### src/rtl/display_pkg.sv
// -----------------------------------------------------------------------------
// display_pkg
// Shared types and constants for the result display driver:
//   - conversion FSM state encodings and enum
//   - number of display digits
//   - active-low 7-segment codes {g,f,e,d,c,b,a} and the blank code
//   - seg_encode(): BCD digit -> segment code
//   - dd_adjust():  double-dabble "add 3 if >= 5" step for one BCD nibble
// -----------------------------------------------------------------------------
package display_pkg;

    // Fixed state encodings so the FSM stays compatible with older netlists.
    localparam logic [1:0] ST_IDLE  = 2'b00;
    localparam logic [1:0] ST_SHIFT = 2'b01;
    localparam logic [1:0] ST_DONE  = 2'b10;

    typedef enum logic [1:0] {
        IDLE  = ST_IDLE,
        SHIFT = ST_SHIFT,
        DONE  = ST_DONE
    } state_e;

    localparam int DIGITS = 3;

    localparam logic [6:0] SEG_0     = 7'b1000000;
    localparam logic [6:0] SEG_1     = 7'b1111001;
    localparam logic [6:0] SEG_2     = 7'b0100100;
    localparam logic [6:0] SEG_3     = 7'b0110000;
    localparam logic [6:0] SEG_4     = 7'b0011001;
    localparam logic [6:0] SEG_5     = 7'b0010010;
    localparam logic [6:0] SEG_6     = 7'b0000010;
    localparam logic [6:0] SEG_7     = 7'b1111000;
    localparam logic [6:0] SEG_8     = 7'b0000000;
    localparam logic [6:0] SEG_9     = 7'b0010000;
    localparam logic [6:0] SEG_BLANK = 7'b1111111;

    function automatic logic [6:0] seg_encode(input logic [3:0] digit);
        case (digit)
            4'd0:    return SEG_0;
            4'd1:    return SEG_1;
            4'd2:    return SEG_2;
            4'd3:    return SEG_3;
            4'd4:    return SEG_4;
            4'd5:    return SEG_5;
            4'd6:    return SEG_6;
            4'd7:    return SEG_7;
            4'd8:    return SEG_8;
            4'd9:    return SEG_9;
            default: return SEG_BLANK;
        endcase
    endfunction

    // A nibble >= 5 would become >= 10 after the next shift, so it is
    // pre-corrected by +3 to carry properly into the next BCD digit.
    function automatic logic [3:0] dd_adjust(input logic [3:0] nibble);
        return (nibble >= 4'd5) ? nibble + 4'd3 : nibble;
    endfunction

endpackage

### src/rtl/result_display_if.sv
// -----------------------------------------------------------------------------
// result_display_if
// Bus between the ALU-side producer and the result display driver.
//   Din  : unsigned value to display (master -> slave)
//   Load : capture Din and start a conversion (master -> slave)
//   Busy : conversion in progress (slave -> master)
//   Seg  : active-low segments {g,f,e,d,c,b,a} (slave -> pins)
//   An   : active-low digit enables, An[0] = units (slave -> pins)
// -----------------------------------------------------------------------------
interface result_display_if;
    import display_pkg::*;

    logic [7:0]        Din;
    logic              Load;
    logic              Busy;
    logic [6:0]        Seg;
    logic [DIGITS-1:0] An;

    modport master (output Din, Load, input Busy, Seg, An);
    modport slave  (input Din, Load, output Busy, Seg, An);

endinterface

### src/rtl/bin2bcd8.sv
// -----------------------------------------------------------------------------
// bin2bcd8
// Iterative double-dabble converter: 8-bit unsigned binary -> 3 BCD digits.
// One shift per clock; 9 cycles from the accepting edge to the Done pulse.
// Ports:
//   Clk, Rst          : clock, asynchronous active-low reset
//   Din, Load         : value and start strobe (honoured only in IDLE)
//   Busy              : state != IDLE
//   Hund, Tens, Units : BCD digits, valid while Done is high
//   Done              : one-cycle pulse in the DONE state
// -----------------------------------------------------------------------------
module bin2bcd8
    import display_pkg::*;
(
    input  logic       Clk,
    input  logic       Rst,
    input  logic [7:0] Din,
    input  logic       Load,
    output logic       Busy,
    output logic [3:0] Hund,
    output logic [3:0] Tens,
    output logic [3:0] Units,
    output logic       Done
);

    state_e      r_state;
    // Combined shift register: {hundreds, tens, units, binary}.
    logic [19:0] r_sr;
    logic [2:0]  r_cnt;
    logic [11:0] w_adj;

    assign w_adj = {dd_adjust(r_sr[19:16]), dd_adjust(r_sr[15:12]), dd_adjust(r_sr[11:8])};

    // NOTE: sequential state uses non-blocking assignments so every register
    // samples the pre-edge values regardless of statement order.
    always_ff @(posedge Clk or negedge Rst) begin
        if (!Rst) begin
            r_state <= IDLE;
            r_sr    <= '0;
            r_cnt   <= '0;
        end else begin
            case (r_state)
                IDLE: begin
                    if (Load) begin
                        r_sr    <= {12'd0, Din};
                        r_cnt   <= '0;
                        r_state <= SHIFT;
                    end
                end
                SHIFT: begin
                    r_sr  <= {w_adj, r_sr[7:0]} << 1;
                    r_cnt <= r_cnt + 3'd1;
                    if (r_cnt == 3'd7) begin
                        r_state <= DONE;
                    end
                end
                DONE: begin
                    r_state <= IDLE;
                end
                default: begin
                    r_state <= IDLE;
                end
            endcase
        end
    end

    assign Busy  = (r_state != IDLE);
    assign Done  = (r_state == DONE);
    assign Hund  = r_sr[19:16];
    assign Tens  = r_sr[15:12];
    assign Units = r_sr[11:8];

endmodule

### src/rtl/result_display.sv
// -----------------------------------------------------------------------------
// result_display
// Captures an 8-bit ALU result, converts it to BCD and scans it onto a
// common-anode 3-digit 7-segment display with leading-zero blanking.
// Parameters:
//   SCAN_DIV : clock cycles each digit stays lit (>= 2)
// Ports:
//   Clk  : clock
//   Rst  : asynchronous active-low reset
//   bus  : slave side of result_display_if (Din, Load, Busy, Seg, An)
// -----------------------------------------------------------------------------
module result_display
    import display_pkg::*;
#(
    parameter int SCAN_DIV = 16
) (
    input  logic              Clk,
    input  logic              Rst,
    result_display_if.slave   bus
);

    localparam int CW = $clog2(SCAN_DIV);

    logic              w_busy;
    logic              w_done;
    logic [3:0]        w_hund;
    logic [3:0]        w_tens;
    logic [3:0]        w_units;

    logic [3:0]        r_hund;
    logic [3:0]        r_tens;
    logic [3:0]        r_units;

    logic [CW-1:0]     r_scan_cnt;
    logic [1:0]        r_idx;
    logic [DIGITS-1:0] r_an;
    logic [6:0]        r_seg;

    logic              w_wrap;
    logic [1:0]        w_idx_nxt;
    logic              w_hund_blank;
    logic              w_tens_blank;
    logic [6:0]        w_seg_nxt;
    logic [DIGITS-1:0] w_an_nxt;

    bin2bcd8 u_conv (
        .Clk   (Clk),
        .Rst   (Rst),
        .Din   (bus.Din),
        .Load  (bus.Load),
        .Busy  (w_busy),
        .Hund  (w_hund),
        .Tens  (w_tens),
        .Units (w_units),
        .Done  (w_done)
    );

    // Display registers: hold the last completed conversion.
    always_ff @(posedge Clk or negedge Rst) begin
        if (!Rst) begin
            r_hund  <= '0;
            r_tens  <= '0;
            r_units <= '0;
        end else if (w_done) begin
            r_hund  <= w_hund;
            r_tens  <= w_tens;
            r_units <= w_units;
        end
    end

    assign w_wrap       = (r_scan_cnt == CW'(SCAN_DIV - 1));
    assign w_idx_nxt    = (r_idx == 2'd2) ? 2'd0 : r_idx + 2'd1;
    assign w_hund_blank = (r_hund == 4'd0);
    assign w_tens_blank = w_hund_blank && (r_tens == 4'd0);
    assign w_an_nxt     = ~(DIGITS'(1) << w_idx_nxt);

    // NOTE: every signal written in always_comb gets a default first, so no
    // path leaves it unassigned and no latch is inferred.
    always_comb begin
        w_seg_nxt = SEG_BLANK;
        case (w_idx_nxt)
            2'd0:    w_seg_nxt = seg_encode(r_units);
            2'd1:    w_seg_nxt = w_tens_blank ? SEG_BLANK : seg_encode(r_tens);
            2'd2:    w_seg_nxt = w_hund_blank ? SEG_BLANK : seg_encode(r_hund);
            default: w_seg_nxt = SEG_BLANK;
        endcase
    end

    // Free-running scan. An/Seg are registered and reload only when the
    // digit index advances, so a new value shows at the next selection of
    // its digit. Reset state matches a display of "0" on the units digit.
    always_ff @(posedge Clk or negedge Rst) begin
        if (!Rst) begin
            r_scan_cnt <= '0;
            r_idx      <= 2'd0;
            r_an       <= 3'b110;
            r_seg      <= SEG_0;
        end else if (w_wrap) begin
            r_scan_cnt <= '0;
            r_idx      <= w_idx_nxt;
            r_an       <= w_an_nxt;
            r_seg      <= w_seg_nxt;
        end else begin
            r_scan_cnt <= r_scan_cnt + CW'(1);
        end
    end

    assign bus.Busy = w_busy;
    assign bus.Seg  = r_seg;
    assign bus.An   = r_an;

endmodule

### src/flat_wrapper.sv
// flat-port wrapper written by rule: the top's interface ports become plain ports
module result_display_flat import display_pkg::*;
#(
    parameter int SCAN_DIV = 16
)
  (Clk, Rst, bus_Din, bus_Load, bus_Busy, bus_Seg, bus_An);
  result_display_if bus_i ();
  input  logic Clk;
  input  logic Rst;
  input wire logic [$bits(bus_i.Din)-1:0] bus_Din;
  input wire logic [$bits(bus_i.Load)-1:0] bus_Load;
  output wire logic [$bits(bus_i.Busy)-1:0] bus_Busy;
  output wire logic [$bits(bus_i.Seg)-1:0] bus_Seg;
  output wire logic [$bits(bus_i.An)-1:0] bus_An;
  assign bus_i.Din = bus_Din;
  assign bus_i.Load = bus_Load;
  assign bus_Busy = bus_i.Busy;
  assign bus_Seg = bus_i.Seg;
  assign bus_An = bus_i.An;
  result_display #(.SCAN_DIV(SCAN_DIV)) u_core (.Clk(Clk), .Rst(Rst), .bus(bus_i));
endmodule
### config.mk
export PLATFORM = sky130hd
export DESIGN_NAME = result_display_flat
export DESIGN_NICKNAME = d
export VERILOG_FILES = /design/src/rtl/display_pkg.sv /design/src/rtl/result_display_if.sv /design/src/rtl/bin2bcd8.sv /design/src/rtl/result_display.sv /design/src/flat_wrapper.sv
export SDC_FILE = /design/constraint.sdc
export NUM_CORES = 1
export LEC_CHECK = 0
export ABC_CLOCK_PERIOD_IN_PS = 5150
export CORE_ASPECT_RATIO = 1.1
export CORE_MARGIN = 10
export CORE_UTILIZATION = 63
export CTS_CLUSTER_DIAMETER = 30
export DETAILED_ROUTE_END_ITERATION = 12
export GPL_ROUTABILITY_DRIVEN = 0
export PLACE_DENSITY = 0.85
export SYNTH_ARGS = -nofsm -noshare
export SYNTH_HDL_FRONTEND = slang
export SYNTH_SLANG_ARGS = --single-unit
### constraint.sdc
create_clock -name Clk -period 5.15 [get_ports Clk]
set_clock_uncertainty 0.2 [all_clocks]
set_input_delay 1.03 -clock Clk [delete_from_list [all_inputs] [get_ports Clk]]
set_output_delay 1.03 -clock Clk [all_outputs]
set_load 0.05 [all_outputs]
Yosys cells after proc, flatten, opt, wreduce, memory -nomap -nowiden --
Memories as Yosys holds them, arrays and structs flattened. Index checks and enable logic that the tools add are counted.
Storage, ports and cells: flip-flop bits (word level) 53, bits in read-only memories 336, input port bits 11, memories kept 3
Memory list:
- (no name shown) | depth 16, bits a word 7, read ports 1, clocked after memory_dff 0, write ports 0, RTL line display_pkg.sv:38 | case (digit)
- (no name shown) | depth 16, bits a word 7, read ports 1, clocked after memory_dff 0, write ports 0, RTL line display_pkg.sv:38
- (no name shown) | depth 16, bits a word 7, read ports 1, clocked after memory_dff 0, write ports 0, RTL line display_pkg.sv:38
Operators by class: add/sub/neg operators 6, order comparisons 3, eq/ne operators 9, shift-type cells 1, muxes and demuxes 15, bitwise logic cells 1, reduce and logical (&&, ||, !) cells 9
Operators with widths (count):
- one-hot mux 20 bit (2 select lines) | 1
- one-hot mux 7 bit (3 select lines) | 1
- 2-to-1 mux 20 bit | 1
- 2-to-1 mux 7 bit | 2
- greater-or-equal comparator 4 x 3 -> 1 bit (second input constant) | 3
- 2-to-1 mux 4 bit | 3
- adder 4 x 2 -> 4 bit (second input constant) | 2
- zero test 4 bit | 2
- == test 2 bit (second input constant) | 3
- 2-to-1 mux 2 bit | 3
- 2-to-1 mux 3 bit | 2
- one-hot mux 3 bit (2 select lines) | 1
- adder 4 x 1 -> 4 bit (second input constant) | 1
- == test 2 x 1 -> 1 bit (second input constant) | 2
- == test 4 bit (second input constant) | 1
- zero test 2 bit | 2
- inequality test 2 bit (second input constant) | 2
- one-hot mux 2 bit (2 select lines) | 1
- AND reduction 2 bit | 2
- nonzero test 2 bit | 2
- adder 3 x 1 -> 3 bit (second input constant) | 1
- adder 3 x 2 -> 3 bit (second input constant) | 1
- == test 3 bit (second input constant) | 1
- NOT 3 bit | 1
- other kinds (3) | 3

Depth between registers and ports, before layout --
word-level depth 4, mapped depth 6, mapped depth without buffers 6

Modules after synthesis --
A second synthesis with hierarchy kept.
Unflattened totals: cells, all modules 343, area total of the unflattened synthesis 3251.9 sq um
Modules (own cells, without submodules):
- result_display | times used 1, cells an instance 195, area each 1774.2 sq um, sequential area each 704.4 sq um
- bin2bcd8 | times used 1, cells an instance 148, area each 1477.7 sq um, sequential area each 625.6 sq um

Least setup slack after synthesis --
No wires, ideal clock.
path type reg-to-output, start point reg u_core.u_conv.r_state[0], end point out bus_Busy, arrival time 1092 ps, path slack 2828 ps, stages on the path, launching flop included 4, path buffers 2, cells stage by stage dfrtp_1 buf_2 buf_2 or2_2
On the way: word-level cells in the longest chain between the ends 1
RTL lines:
- from (decl) | RTL line bin2bcd8.sv:26 | state_e r_state;
- from (signal assigned) | RTL line bin2bcd8.sv:38 | r_state <= IDLE;
- from (signal assigned) | RTL line bin2bcd8.sv:47 | r_state <= SHIFT;
- from (signal assigned) | RTL line bin2bcd8.sv:54 | r_state <= DONE;
- nonzero test 2 bit | RTL line bin2bcd8.sv:67 | assign Busy = (r_state != IDLE);
- to (decl) | RTL line flat_wrapper.sv:12 | output wire logic [$bits(bus_i.Busy)-1:0] bus_Busy;
No other way between the ends.

Worst setup path in the final report --
Same ends and word-level chain as after synthesis.

==> metrics.log <==
[metrics] outcome: completed
[metrics] count of cells along the worst hold path: 2
[metrics] share of the synthesized area in the top cell type: about two fifths
[metrics] register bit count reported by yosys: between 50 and 60
[metrics] Gates resized, CTS repair: 0
[metrics] Max transition margin: ~40%
[metrics] vias per cell: approximately 5.8
[metrics] start of the worst register-to-register path: u_core.u_conv.r_state[0]
[metrics] Initial Utilization: 65.8%
[metrics] wire length of the first global-routing pass: just over 10 mm
[metrics] GR Layer Usage met3: ~3.8%
[metrics] DIE HEIGHT: 93.6 um
[metrics] average cell area after synthesis: 9.49 um2
[metrics] Post-synth EDFFs: 0
[metrics] Cell Pwr Density: around 520 nW/um2
[metrics] register-to-register setup slack: approximately 3.2 ns
[metrics] VDD IR max: 376 uV
[metrics] endpoints failing hold: 0
[metrics] register cell area after layout: about 1300 um2
[metrics] initial antenna violation count: 0
[metrics] peak clock frequency supported by timing: a little over 300 MHz
[metrics] row count: 26
[metrics] Skew-Pair Late Insertion Delay: around 0.3 ns
[metrics] overall power of the completed layout: around 1.8 mW
[metrics] Reg clk slew, reported paths: roughly 0.10 ns
[metrics] global routing met1 resource utilization: ~18%
[metrics] DR DRC count: 0
[metrics] arrival time at the worst endpoint: about 2 ns
[metrics] maximum net fanout on the critical path: 21
[metrics] die extent in x: 86.9 um
[metrics] Placed Cells: approximately 390
[metrics] YS warnings: 0
[metrics] RSZ-0062 raised after global routing: false
[metrics] Final Non-Filler Cells: slightly below 400
[metrics] largest net degree at the start of global routing: 54
[metrics] cts-stage hold buffer count: 0
[metrics] DR iter-0 viols: 102
[metrics] estimated wirelength of the detail-placed design: approximately 4.2 mm
[metrics] # Max-Cap Violations: 0
[metrics] CTS root buffer: clkbuf_8
[metrics] actual transition at the worst max-transition pin: a little under 0.9 ns
[metrics] Tmin final: roughly 3.3 ns
[metrics] count of nets left with antenna violations after detail routing: 0
[metrics] routed wirelength normalized by instance count: about 15 um
[metrics] vias in the first global route: about 2200
[metrics] cell count after synthesis: ~330
[metrics] main flop type after synthesis: dfrtp_1
[metrics] vias after detailed routing: between 2000 and 2500
[metrics] Hold Crit Endpoint: u_core.bus.An[0]
[metrics] post-synth net total: 363
[metrics] Floorplan Core Area: 4720 um2
[metrics] aggregate routed wire length: between 5 and 6 mm
[metrics] sequential fraction of the synthesis area: between 40% and 50%
[metrics] worst min-delay path category: flip-flop to flip-flop
[metrics] depth of the worst register-to-register path: 3
[metrics] number of unique standard cell types used by synthesis: 54
[metrics] fraction of registers with async set/reset: 100%
[metrics] cell with the biggest individual delay on the critical path: clkdlybuf4s50_1
[metrics] total routing usage reported by global routing: between 10% and 20%
[metrics] startpoint type of the worst setup path: flip-flop
[metrics] remaining global-route overflow: 0
[metrics] number of H-tree levels: 2
[metrics] worst stage delay on the critical path: slightly below 0.8 ns
[metrics] total die area: about 8100 um2
[metrics] startpoint of the most critical hold path: u_core.bus.An[0]
[metrics] post-CTS setup buffer count: 0
[metrics] Final TNS setup: 0 ns
[metrics] Net count, final: between 300 and 400
[metrics] IO Pins: 22
[metrics] maximum clock path buffer count: 2
[metrics] TritonCTS clock tree: done
[metrics] met2 track demand over resource in global routing: between 20% and 30%
[metrics] Filler Cell Count: 349
[metrics] TritonCTS sink count: between 50 and 60
[metrics] worst reg2reg endpoint: u_core.u_conv.r_sr[16]
[metrics] Final setup viols: 0
[metrics] router iterations before antenna repair: 4
[metrics] most area-hungry cell type in the Yosys netlist: dfrtp_1
[metrics] cell-by-cell trace of the critical path: or2_2 > clkdlybuf4s50_1
[metrics] total standard cell area after synthesis: just over 3000 um2
[metrics] cell types with the largest area share after synthesis: dfrtp_1 40%, ha_1 10%, nand2_1 5.2%, o21ai_0 3.7%, a21oi_1 3.5%
[metrics] ratio of cells with drive above 1 in the final layout: ~8.5%
[metrics] area occupied by multi-input gates: about 1600 um2
[metrics] type of the worst setup path: flip-flop to primary output
[metrics] number of buffers added by the clock tree synthesis step: 5
[metrics] number of max-slew violations in the final report: 0
[metrics] Worst Setup End Kind: primary output
[metrics] post-synthesis to final-layout area growth: 9.56%
[metrics] share of the clock period used by the worst path after layout: roughly 63%
[metrics] Critical Path RT: approximately 3.9 ns
[metrics] Static Leak: 1.54 nW
[metrics] count of port buffers added during placement: 21
[metrics] GR peak layer: met2
[metrics] total inserted antenna cells: 0
## cells in the mapped netlist, drive strengths merged (2+ instances only)
cell / instances
dfrtp: 50
nand2: 43
o21ai: 39
ha: 25
a21oi: 22
inv: 19
buf: 15
nor2: 13
nand2b: 10
nor3b: 10
nand3: 8
nor3: 7
mux2: 6
a21o: 4
a22o: 4
o211ai: 4
clkbuf: 3
dfstp: 3
nor2b: 3
o21a: 3
or2: 3
xnor2: 3
xor2: 3
a22oi: 2
a2bb2oi: 2
a32oi: 2
nand4: 2
o221ai: 2
o31ai: 2
## logic make-up (layout without fill, tap and decap cells)
kind of cell | after synthesis | in the layout | synth area share [%]
AOI/OAI and AO/OA | 94 | 94 | 19.4
xor gates and xnor gates | 6 | 6 | 1.69
adders and majority gates | 25 | 25 | 10.1
buffers and inverters | 37 | 50 | 5.57
DFF | 53 | 53 | 42.9
muxes | 7 | 7 | 2.50
and+or+nand+nor | 105 | 105 | 17.9
## sequential cells by signal (all words and copies together) (netlist names)
name / flops
u_core.r_scan_cnt: 4
u_core.u_conv.r_cnt: 3
u_core.bus.Seg: 7
u_core.bus.An: 3
u_core.r_idx: 2
u_core.r_units: 4
u_core.u_conv.r_state: 2
u_core.u_conv.r_sr: 20
u_core.r_tens: 4
u_core.r_hund: 4
## critical path: cells and delay by family, from the launching register on
kind	cells	cell delay (ns)
buf+inv	1	0.79
simple gates	1	0.21
flops	1	0.73
## metal layers
layer  share of wire [%]  up-vias
li1                    -     1159
met1                  44     1102
met2                  51       43
met3                 4.2        4
met4                0.63        0
met5                   0        -
## worst max path at each step
stage	startpoint	to	slack [ns]	depth (start not counted)
after detailed placement	u_core.u_conv.r_state[0]	bus_Busy	2.22	2
after floorplan	u_core.u_conv.r_state[0]	bus_Busy	2.83	3
after global routing	u_core.u_conv.r_state[0]	bus_Busy	1.76	2
final	u_core.u_conv.r_state[0]	bus_Busy	1.88	2
after CTS	u_core.u_conv.r_state[0]	bus_Busy	1.87	2
after global placement	u_core.u_conv.r_state[0]	bus_Busy	2.25	2
## report_power, final
group	internal (mW)	total, mW	switching [mW]	leakage, nW
combinational	0.351	0.797	0.446	0.796
clock	0.144	0.273	0.129	0.0552
sequential	0.549	0.711	0.162	0.687
## placed cells by master, fill, tap and decap left out, types with 2 or more instances in the layout
master,synthesis,final
a21o_1,4,4
a21oi_1,22,22
a22o_1,4,4
a22oi_1,2,2
a2bb2oi_1,2,2
a32oi_1,2,2
buf_4,1,2
clkbuf_8,0,5
clkdlybuf4s50_1,0,20
dfrtp_1,50,50
dfstp_2,3,3
ha_1,25,25
inv_1,19,19
mux2_1,3,3
mux2_2,3,3
nand2_1,43,43
nand2b_1,10,10
nand3_1,8,8
nand4_1,2,2
nor2_1,12,12
nor2b_1,3,3
nor3_1,7,7
nor3b_1,9,9
o211ai_1,3,3
o21a_1,3,3
o21ai_0,23,23
o21ai_1,16,16
o31ai_1,2,2
xnor2_1,3,3
xor2_1,3,3
## final cells by class
class	count	share of cell area, %
Tap cell	56	2.06
Sequential cell	53	39.1
Multi-Input combinational cell	237	47.1
Clock inverter	2	1.03
Inverter	19	2.10
Clock buffer	6	2.14
Timing Repair Buffer	23	6.48
## per-stage QoR
| stage | instance area [um2] | setup WS, ns | util [%] | hold WS (ns) |
|---|---|---|---|---|
| after floorplan | 3100 | 2.83 | - | 0.250 |
| after global placement | 3290 | 2.25 | 69.8 | 0.262 |
| after detailed placement | 3290 | 2.22 | 69.8 | 0.264 |
| after CTS | 3400 | 1.87 | 72.0 | 0.288 |
| after global routing | 3400 | 1.76 | 72.0 | 0.313 |
| final | 3400 | 1.88 | 72.0 | 0.282 |
Note: power is estimated with default switching activity, not from simulation.
==> RTL change, RTL diff (config.mk and constraints unchanged) <==
`SCAN_DIV` is set to 16 in 2 places; all go to 32.
--- a/src/rtl/result_display.sv
+++ b/src/rtl/result_display.sv
@@ -13,5 +13,5 @@
     import display_pkg::*;
 #(
-    parameter int SCAN_DIV = 16
+    parameter int SCAN_DIV = 32
 ) (
     input  logic              Clk,
--- a/src/flat_wrapper.sv
+++ b/src/flat_wrapper.sv
@@ -2,5 +2,5 @@
 module result_display_flat import display_pkg::*;
 #(
-    parameter int SCAN_DIV = 16
+    parameter int SCAN_DIV = 32
 )
   (Clk, Rst, bus_Din, bus_Load, bus_Busy, bus_Seg, bus_An);
Function: no difference found for any inputs over 10 cycles, from zero or initial values and one cycle with Rst low; that may be too few to reach the edited logic, so the function may still have changed.
==> RTL change against the original RTL <==
- non-clock buffer count up 1
- power down 1.2%
- design area down 0.92%
- synthesized cell count down 1.5%
- core utilization down 0.17 points
- sequential cell count up 1
- via count about the same
- synthesized area down 1.2%
- worst setup slack better by 0.026 ns
- die area down 0.91%
- wire length down 0.75%
- count of clock-buffer cells in the layout unchanged
- critical path type unchanged
- largest cell class unchanged
- highest routed layer unchanged
==> RTL change: results (changes against the original RTL) <==
| Parameter | Value | Delta |
| --- | --- | --- |
| M1 wire length | 2.48 mm | -1.6% |
| Area after DPL | 0.00328 mm2 | -0.38% |
| Number of DRC violations after detailed-routing iteration 0 | 99 | -2.9% |
| Sequential fraction of total cell area | 0.402 | +0.0111 |
| Layout multi-input combinational cell count | 232 | -2.1% |
| Clock network area share | 0.0264 | -0.00528 |
| Grt met3 use | 0.0391 | +0.000868 |
| Die span in x | 86.5 um | -0.45% |
| Post-layout instance count excluding filler cells | 393 | -0.76% |
| Hold path endpoint | u_core.r_scan_cnt[0]$_DFF_PN0_ |  |
| Share of the yosys chip area belonging to registers | 0.442 | +0.0132 |
| Critical hold path startpoint | u_core.r_scan_cnt[0]$_DFF_PN0_ |  |
| Switching power | 0.000750 W | +1.9% |
| Wire length of the first global-routing pass | 10.3 mm | +1.1% |
| Routed length on met3 | 272 um | +14% |
| Fraction of power spent switching nets | 0.426 | +0.0127 |
| Post-DR vias/cell | 5.87 | +0.72% |
| Run status | finished, final reports clean |  |
| Nets in the synthesized netlist | 359 | -1.1% |
| End of the worst register-to-register path | u_core.bus.Seg[3]$_DFFE_PN0N_ |  |
| Routed length on met2 | 2.82 mm | -4.7% |
| R2r setup slk | 2.53 ns | -0.65 ns |
| M2 GR Usage | 0.256 | -0.00423 |
| Synth top area cells | sky130_fd_sc_hd__dfrtp_1, sky130_fd_sc_hd__ha_1, sky130_fd_sc_hd__nand2_1, sky130_fd_sc_hd__a21oi_1, sky130_fd_sc_hd__o21ai_0 |  |
| Post-synthesis cell type count | 56 | +3.7% |
| CP arrival | 2.01 ns | -0.03 ns |
| Layout non-clock buf frac | 0.0676 | +0.00283 |
| DP Worst Slack | 2.26 ns | +0.0422 ns |
| Total Wirelength | 5.71 mm | -0.75% |
| Filler cell count | 371 | +6.3% |
## RTL change: cell count changes in the layout (fill, tap and decap cells not counted), sizes merged, moves of 3 or more
| cell | unedited run | this run |
|---|---|---|
| nor2b | 3 | 8 |
| nand2 | 43 | 38 |
| a31oi | 0 | 3 |
| o21ai | 39 | 35 |
| nand3b | 0 | 3 |
## RTL change: logic make-up after synthesis
| group | synth area share |
|---|---|
| adders and majority gates | 0.106 |
| xor gates and xnor gates | 0.0200 |
| AOI/OAI and AO/OA | 0.179 |
| and+or+nand+nor | 0.173 |
| buffers and inverters | 0.0510 |
| muxes | 0.0286 |
| DFF | 0.442 |
## RTL change: critical path: stages (launching register included)
cell and delay (ns):
sky130_fd_sc_hd__dfrtp_1 0.70, sky130_fd_sc_hd__or2_2 0.20, sky130_fd_sc_hd__clkdlybuf4s50_1 0.79
